### config.mk
export PLATFORM = sky130hd
export DESIGN_NAME = rom_pair_streamer
export DESIGN_NICKNAME = d
export VERILOG_FILES = /design/src/rtl/rom_stream_pkg.sv /design/src/rtl/rom_stream_fifo.sv /design/src/rtl/rom_pair_streamer.sv
export SDC_FILE = /design/constraint.sdc
export NUM_CORES = 1
export LEC_CHECK = 0
export CAP_MARGIN = 20
export CORE_AREA = 2 2 124 126
export DETAILED_ROUTE_END_ITERATION = 16
export DIE_AREA = 0 0 126 128
export PLACE_DENSITY = 0.75
export SLEW_MARGIN = 10
export SYNTH_ARGS = -nofsm -noshare
export SYNTH_HDL_FRONTEND = slang
export SYNTH_SLANG_ARGS = --single-unit
### constraint.sdc
create_clock -name clk -period 2.3 [get_ports clk]
set_input_delay 0.69 -clock clk [delete_from_list [all_inputs] [get_ports clk]]
set_output_delay 0.69 -clock clk [all_outputs]
set_load 0.005 [all_outputs]
### src/rtl/rom_stream_pkg.sv
// Shared types and constants for the dual-port ROM pair streamer.
// The beat layout depends on DATA_WIDTH and is declared in the top level.
package rom_stream_pkg;

  localparam int unsigned FIFO_DEPTH = 4;
  localparam int unsigned PIPE_LAT   = 2;

  typedef enum logic [1:0] {
    StIdle,
    StRun,
    StDrain
  } state_e;

  // Sideband that travels alongside an issued address pair until its data returns.
  typedef struct packed {
    logic valid;
    logic keep_hi;
    logic last;
  } tag_t;

endpackage

### src/rtl/rom_stream_fifo.sv
// Small synchronous FIFO with occupancy count; output reads as zero when empty.
// Depth must be a power of two.
module rom_stream_fifo
  import rom_stream_pkg::*;
#(
  parameter int unsigned Width = 26,
  parameter int unsigned Depth = FIFO_DEPTH
) (
  input  logic                     clk,
  input  logic                     rst_n,
  input  logic                     push_i,
  input  logic [Width-1:0]         wdata_i,
  input  logic                     pop_i,
  output logic [Width-1:0]         rdata_o,
  output logic                     empty_o,
  output logic [$clog2(Depth):0]   count_o
);

  localparam int unsigned PtrW = $clog2(Depth);

  logic [Width-1:0] mem_q [Depth];
  logic [PtrW-1:0]  wr_ptr_q, rd_ptr_q;
  logic [PtrW:0]    count_q;
  logic             pop_en;

  always_comb begin
    pop_en  = pop_i & (count_q != '0);
    empty_o = (count_q == '0);
    count_o = count_q;
    rdata_o = empty_o ? '0 : mem_q[rd_ptr_q];
  end

  // Storage needs no reset: the read port is masked while empty.
  always_ff @(posedge clk) begin
    if (push_i) begin
      mem_q[wr_ptr_q] <= wdata_i;
    end
  end

  always_ff @(posedge clk or negedge rst_n) begin
    if (!rst_n) begin
      wr_ptr_q <= '0;
      rd_ptr_q <= '0;
      count_q  <= '0;
    end else begin
      if (push_i) begin
        wr_ptr_q <= wr_ptr_q + 1'b1;
      end
      if (pop_en) begin
        rd_ptr_q <= rd_ptr_q + 1'b1;
      end
      count_q <= count_q + {{PtrW{1'b0}}, push_i} - {{PtrW{1'b0}}, pop_en};
    end
  end

endmodule

### src/rtl/rom_pair_streamer.sv
// Drives a dual-port 1-cycle-latency ROM two words at a time and streams the
// returned word pairs out as valid/ready beats with keep/last sideband.
module rom_pair_streamer
  import rom_stream_pkg::*;
#(
  parameter int unsigned DATA_WIDTH = 12,
  parameter int unsigned ADDR_WIDTH = 10,
  parameter int unsigned LEN_WIDTH  = ADDR_WIDTH + 1
) (
  input  logic                  clk,
  input  logic                  rst_n,
  input  logic                  start_i,
  input  logic [ADDR_WIDTH-1:0] start_addr_i,
  input  logic [LEN_WIDTH-1:0]  word_count_i,
  output logic                  busy_o,
  output logic                  done_o,
  output logic [ADDR_WIDTH-1:0] rom_addr_a_o,
  output logic [ADDR_WIDTH-1:0] rom_addr_b_o,
  input  logic [DATA_WIDTH-1:0] rom_q_a_i,
  input  logic [DATA_WIDTH-1:0] rom_q_b_i,
  output logic                  m_valid_o,
  input  logic                  m_ready_i,
  output logic [DATA_WIDTH-1:0] m_data_lo_o,
  output logic [DATA_WIDTH-1:0] m_data_hi_o,
  output logic                  m_keep_hi_o,
  output logic                  m_last_o
);

  typedef struct packed {
    logic                  last;
    logic                  keep_hi;
    logic [DATA_WIDTH-1:0] hi;
    logic [DATA_WIDTH-1:0] lo;
  } beat_t;

  localparam int unsigned          CntW   = $clog2(FIFO_DEPTH) + 1;
  localparam logic [LEN_WIDTH-1:0] MaxLen = LEN_WIDTH'(1) << ADDR_WIDTH;
  localparam logic [LEN_WIDTH-1:0] Two    = LEN_WIDTH'(2);

  state_e                       state_q;
  logic [ADDR_WIDTH-1:0]        ptr_q, rom_addr_a_q, rom_addr_b_q;
  logic [LEN_WIDTH-1:0]         remaining_q, rem_next, req_len;
  logic                         busy_q, done_q;
  tag_t [PIPE_LAT-1:0]          tag_q;
  logic [CntW-1:0]              fifo_count, inflight, credit;
  logic                         fifo_empty, pop, issue;
  beat_t                        push_beat, head_beat;

  always_comb begin
    pop      = ~fifo_empty & m_ready_i;
    inflight = CntW'(tag_q[0].valid) + CntW'(tag_q[1].valid);
    // Occupancy the FIFO could reach once every in-flight pair has landed.
    credit   = fifo_count + inflight - CntW'(pop);
    issue    = (state_q == StRun) && (remaining_q != '0) && (credit < CntW'(FIFO_DEPTH));
    rem_next = (remaining_q >= Two) ? remaining_q - Two : '0;
    req_len  = (word_count_i > MaxLen) ? MaxLen : word_count_i;

    push_beat.last    = tag_q[1].last;
    push_beat.keep_hi = tag_q[1].keep_hi;
    push_beat.hi      = tag_q[1].keep_hi ? rom_q_b_i : '0;
    push_beat.lo      = rom_q_a_i;
  end

  always_ff @(posedge clk or negedge rst_n) begin
    if (!rst_n) begin
      state_q      <= StIdle;
      ptr_q        <= '0;
      remaining_q  <= '0;
      rom_addr_a_q <= '0;
      rom_addr_b_q <= '0;
      busy_q       <= 1'b0;
      done_q       <= 1'b0;
      tag_q        <= '0;
    end else begin
      done_q   <= 1'b0;
      tag_q[1] <= tag_q[0];
      tag_q[0] <= '{valid:   issue,
                    keep_hi: issue && (remaining_q >= Two),
                    last:    issue && (remaining_q <= Two)};
      unique case (state_q)
        StIdle: begin
          if (start_i) begin
            if (word_count_i == '0) begin
              done_q <= 1'b1;
            end else begin
              ptr_q       <= start_addr_i;
              remaining_q <= req_len;
              busy_q      <= 1'b1;
              state_q     <= StRun;
            end
          end
        end
        StRun: begin
          if (issue) begin
            rom_addr_a_q <= ptr_q;
            rom_addr_b_q <= ptr_q + 1'b1;
            ptr_q        <= ptr_q + 2'd2;
            remaining_q  <= rem_next;
            if (rem_next == '0) begin
              state_q <= StDrain;
            end
          end
        end
        StDrain: begin
          if ((inflight == '0) && pop && head_beat.last) begin
            state_q <= StIdle;
            busy_q  <= 1'b0;
            done_q  <= 1'b1;
          end
        end
        default: state_q <= StIdle;
      endcase
    end
  end

  rom_stream_fifo #(
    .Width ($bits(beat_t)),
    .Depth (FIFO_DEPTH)
  ) u_fifo (
    .clk     (clk),
    .rst_n   (rst_n),
    .push_i  (tag_q[1].valid),
    .wdata_i (push_beat),
    .pop_i   (pop),
    .rdata_o (head_beat),
    .empty_o (fifo_empty),
    .count_o (fifo_count)
  );

  always_comb begin
    busy_o       = busy_q;
    done_o       = done_q;
    rom_addr_a_o = rom_addr_a_q;
    rom_addr_b_o = rom_addr_b_q;
    m_valid_o    = ~fifo_empty;
    m_data_lo_o  = head_beat.lo;
    m_data_hi_o  = head_beat.hi;
    m_keep_hi_o  = head_beat.keep_hi;
    m_last_o     = head_beat.last;
  end

endmodule

==> out/metrics.yaml <==
run_status:
  status: "finished, violations left"
  violations: "negative setup slack"
die:
  core-area_sq_um: 14860
  initial_core_util: 0.4848
  dieHeight_microns: 128
  dieArea_sq_um: 16130
  core.rowCount: 45
  io_pins: 98
  fp.dieW_microns: 126
worst_setup_path:
  max_stage_delay_ps: 460
  path_delay_family: "multiplexers"
  crit_top_cell: "buf_12"
  end_kind: "primary output"
  cp.depth: 6
  r2r-end: "ptr_q[7]"
  reg2regPathDepth: 12
  reg2reg_slack_ps: -290
  path_cells: "buf_12, buf_12, buf_6, mux4_2, nor2b_1, buf_2"
  start_kind: "flop"
  critPathLaunch: "u_fifo.rd_ptr_q[0]"
  worstPathRequired_ps: 1610
  cp_max_fo: 6
  r2r_start: "u_fifo.count_o[2]"
  worst-path-buf-inv: 4
  arrival_ps: 1920
  worstSetupPathType: "flop to primary output"
  crit_end: "m_data_hi_o[3]"
  cp_slowest_cell: "mux4_2"
synth:
  synth_compound_area_frac: 0.07258
  synthTopCellsByArea: "edfxtp_1, dfrtp_1, mux4_2, nor2b_1, ha_1"
  syn-num-nets: 564
  synth_xor_area_frac: 0.01823
  ys.warnings.count: 0
  synth.distinct_cells: 63
  synth_ff_type: "edfxtp_1"
  synthMuxAreaShare: 0.1028
  yosysMostFrequentCell: "edfxtp_1"
  syn_inst: 500
  synth_common_cells: "edfxtp_1, dfrtp_1, nor2b_1, mux4_2, nor2_1"
  synth_top_area_frac: 0.4334
  postSynthAreaPerCell_sq_um: 14.41
  synth_top_family_by_area: "simple AND/OR/NAND/NOR gates"
  synth_edf_count: 104
  synthArstFlopShare: 0.3580
  synth_top_cell_by_area: "edfxtp_1"
  ys_seq_area_frac: 0.6348
  syn_area_sq_um: 7206
  ys_seq_elements: 162
  synth_fa_ha_area_frac: 0.02709
  synthSimpleGateAreaFrac: 0.1129
clock_tree:
  cts_buffers: 17
  clk_latency_ps: 430
  root_buffer: "clkbuf_16"
  htreeDepth: 4
  cts_tree: "yes"
  clk_pin_slew_ps: 60
  clkSinkCount: 162
  clk_path_buf_depth: 2
global_routing:
  antenna_found_initial: 0
  grt_usage: 0.2244
  grt_max_degree: 27
  grt_overflow: 0
  first_global_vias: 5212
  grt_pass1_wl_microns: 27670
sta:
  setup_tns_ps: -15310
  worst_clock_skew_ps: 8.063
  report.final.hold_viol_count: 0
  holdWs_ps: 249.4
  fin_crit_sh: 1.135
  period_minus_slack_ps: 2610
  final_max_slew_viol_count: 0
  clock.fmax_mhz: 383.1
  fin_ws_ps: -310.4
  worstMarginPinSlew_ps: 560.9
  slew-limit-headroom: 0.6247
  grt_setup_unrepaired: "yes"
  setup_violations: 70
drt:
  first_pass_iters: 5
  drtAntennaViolNets: 0
  drt_iter0_drc: 302
  via_count: 4967
  wl_microns: 17660
  routedWlPerCell_microns: 20.05
  remaining_drc_errors: 0
  viasPerCell: 5.638
cells_and_area:
  drive_gt1_frac: 0.4012
  syn_to_final_growth_pct: 43.88
  n_fill_cell: 1028
  fin_area_sq_um: 10370
  layout.nets: 744
  antennaDiodeCount: 0
place:
  hpwlAfterDp_microns: 10080
  placed_area_sq_um: 8668
  portBuffers: 97
  gp_congestion: 0.8831
job:
  max_cap_violations: 0
power_and_ir_drop:
  max-vdd-ir-drop_mv: 1.291
  leakage_uw: 0.004068
  powerDensity_nw_per_um2: 1810
min_path:
  hold_class: "input pin to async pin"
## final cells by class
type	count	area (sq um)	area share
Inverter	21	81.33	0.007845
Clock buffer	26	545.5	0.05262
Multi-Input combinational cell	289	2942	0.2837
Clock inverter	6	43.79	0.004224
Tap cell	188	235.2	0.02269
Timing Repair Buffer	189	1944	0.1875
Sequential cell	162	4576	0.4413
## flip-flops by register name, indices dropped and copies added (netlist names)
name             cells
u_fifo.mem_q       104
remaining_q         11
ptr_q               10
rom_addr_a_o        10
rom_addr_b_o        10
tag_q                4
u_fifo.count_o       3
push_beat            2
state_q              2
u_fifo.rd_ptr_q      2
u_fifo.wr_ptr_q      2
busy_o               1
done_o               1
## per-stage QoR
step | power [uW] | util | setup WS [ps] | cells
3_3_place_gp | 11250 | 0.5832 | -714.2 | 798
6_report | 18770 | 0.6975 | -310.4 | 881
3_5_place_dp | 11450 | 0.5832 | -736.0 | 798
5_1_grt | 19710 | 0.6975 | -381.1 | 881
4_1_cts | 18090 | 0.6790 | -376.0 | 868
2_1_floorplan | 8776 | - | -181.0 | 500
## power by group
part / internal (uW) / total [uW] / leakage (uW) / switching, uW
Combinational: 6420 / 11000 / 0.00214 / 4550
Clock: 1640 / 2750 / 0.000290 / 1110
Sequential: 4300 / 5050 / 0.00164 / 750
## cell families after synthesis
kind of cell    Yosys count
buf+inv                  49
xor+xnor                 15
compound gates           76
simple gates            143
mux                      40
flops                   162
fa+ha+maj                15
## what timing repair did
item                       4_1_cts  5_1_grt
setup endpoints to repair       73       75
hold buffers                     0        0
setup buffers                   28       25
gates resized for setup        194       83
pin swaps                       34       23
gates cloned                    10        0
## layout by cell type, fill, tap and decap left out, types with 7 or more instances in the layout
master | Yosys | layout
dfrtp_1 | 58 | 57
nand3_1 | 16 | 11
inv_1 | 21 | 13
clkbuf_2 | 0 | 8
mux4_2 | 26 | 26
nor2b_1 | 29 | 12
inv_2 | 0 | 7
nand2_4 | 0 | 7
o21ai_2 | 1 | 13
xnor2_1 | 10 | 9
clkbuf_16 | 0 | 20
and2_1 | 17 | 16
mux2_4 | 0 | 10
buf_6 | 4 | 21
ha_1 | 14 | 8
buf_12 | 0 | 19
a21oi_1 | 10 | 7
clkdlybuf4s50_1 | 0 | 68
edfxtp_1 | 104 | 104
buf_4 | 1 | 44
nand2_1 | 22 | 12
buf_2 | 8 | 20
nor2b_4 | 0 | 17
nor2_1 | 24 | 24
## worst register-to-register path, delay by kind of cell, from the launching register on
family	cells	cell delay, ps
flops	1	420
buf+inv	3	390
compound gates	2	370
fa+ha+maj	2	340
simple gates	5	950
## layer usage
layer  share of wire  global-route usage  up-vias
met5               0                   0        -
met4           0.021             0.07822        0
met3           0.070             0.06344       32
met2            0.51              0.3824      213
met1            0.40              0.2771     2479
li1                -                   -     2243
## how the worst min path moves through the flow
| stage | startpoint | end | slack [ps] | depth (start not counted) |
|---|---|---|---|---|
| 6_report | rst_n | rom_addr_b_o[2] | 250 | 1 |
| 5_1_grt | rst_n | rom_addr_b_o[1] | 280 | 1 |
| 4_1_cts | rst_n | rom_addr_b_o[1] | 250 | 1 |
| 3_5_place_dp | tag_q[0] | push_beat[25] | 340 | 0 |
| 3_3_place_gp | tag_q[1] | push_beat[24] | 330 | 0 |
| 2_1_floorplan | tag_q[1] | push_beat[24] | 330 | 0 |
Power figures use the tool's default switching activity.
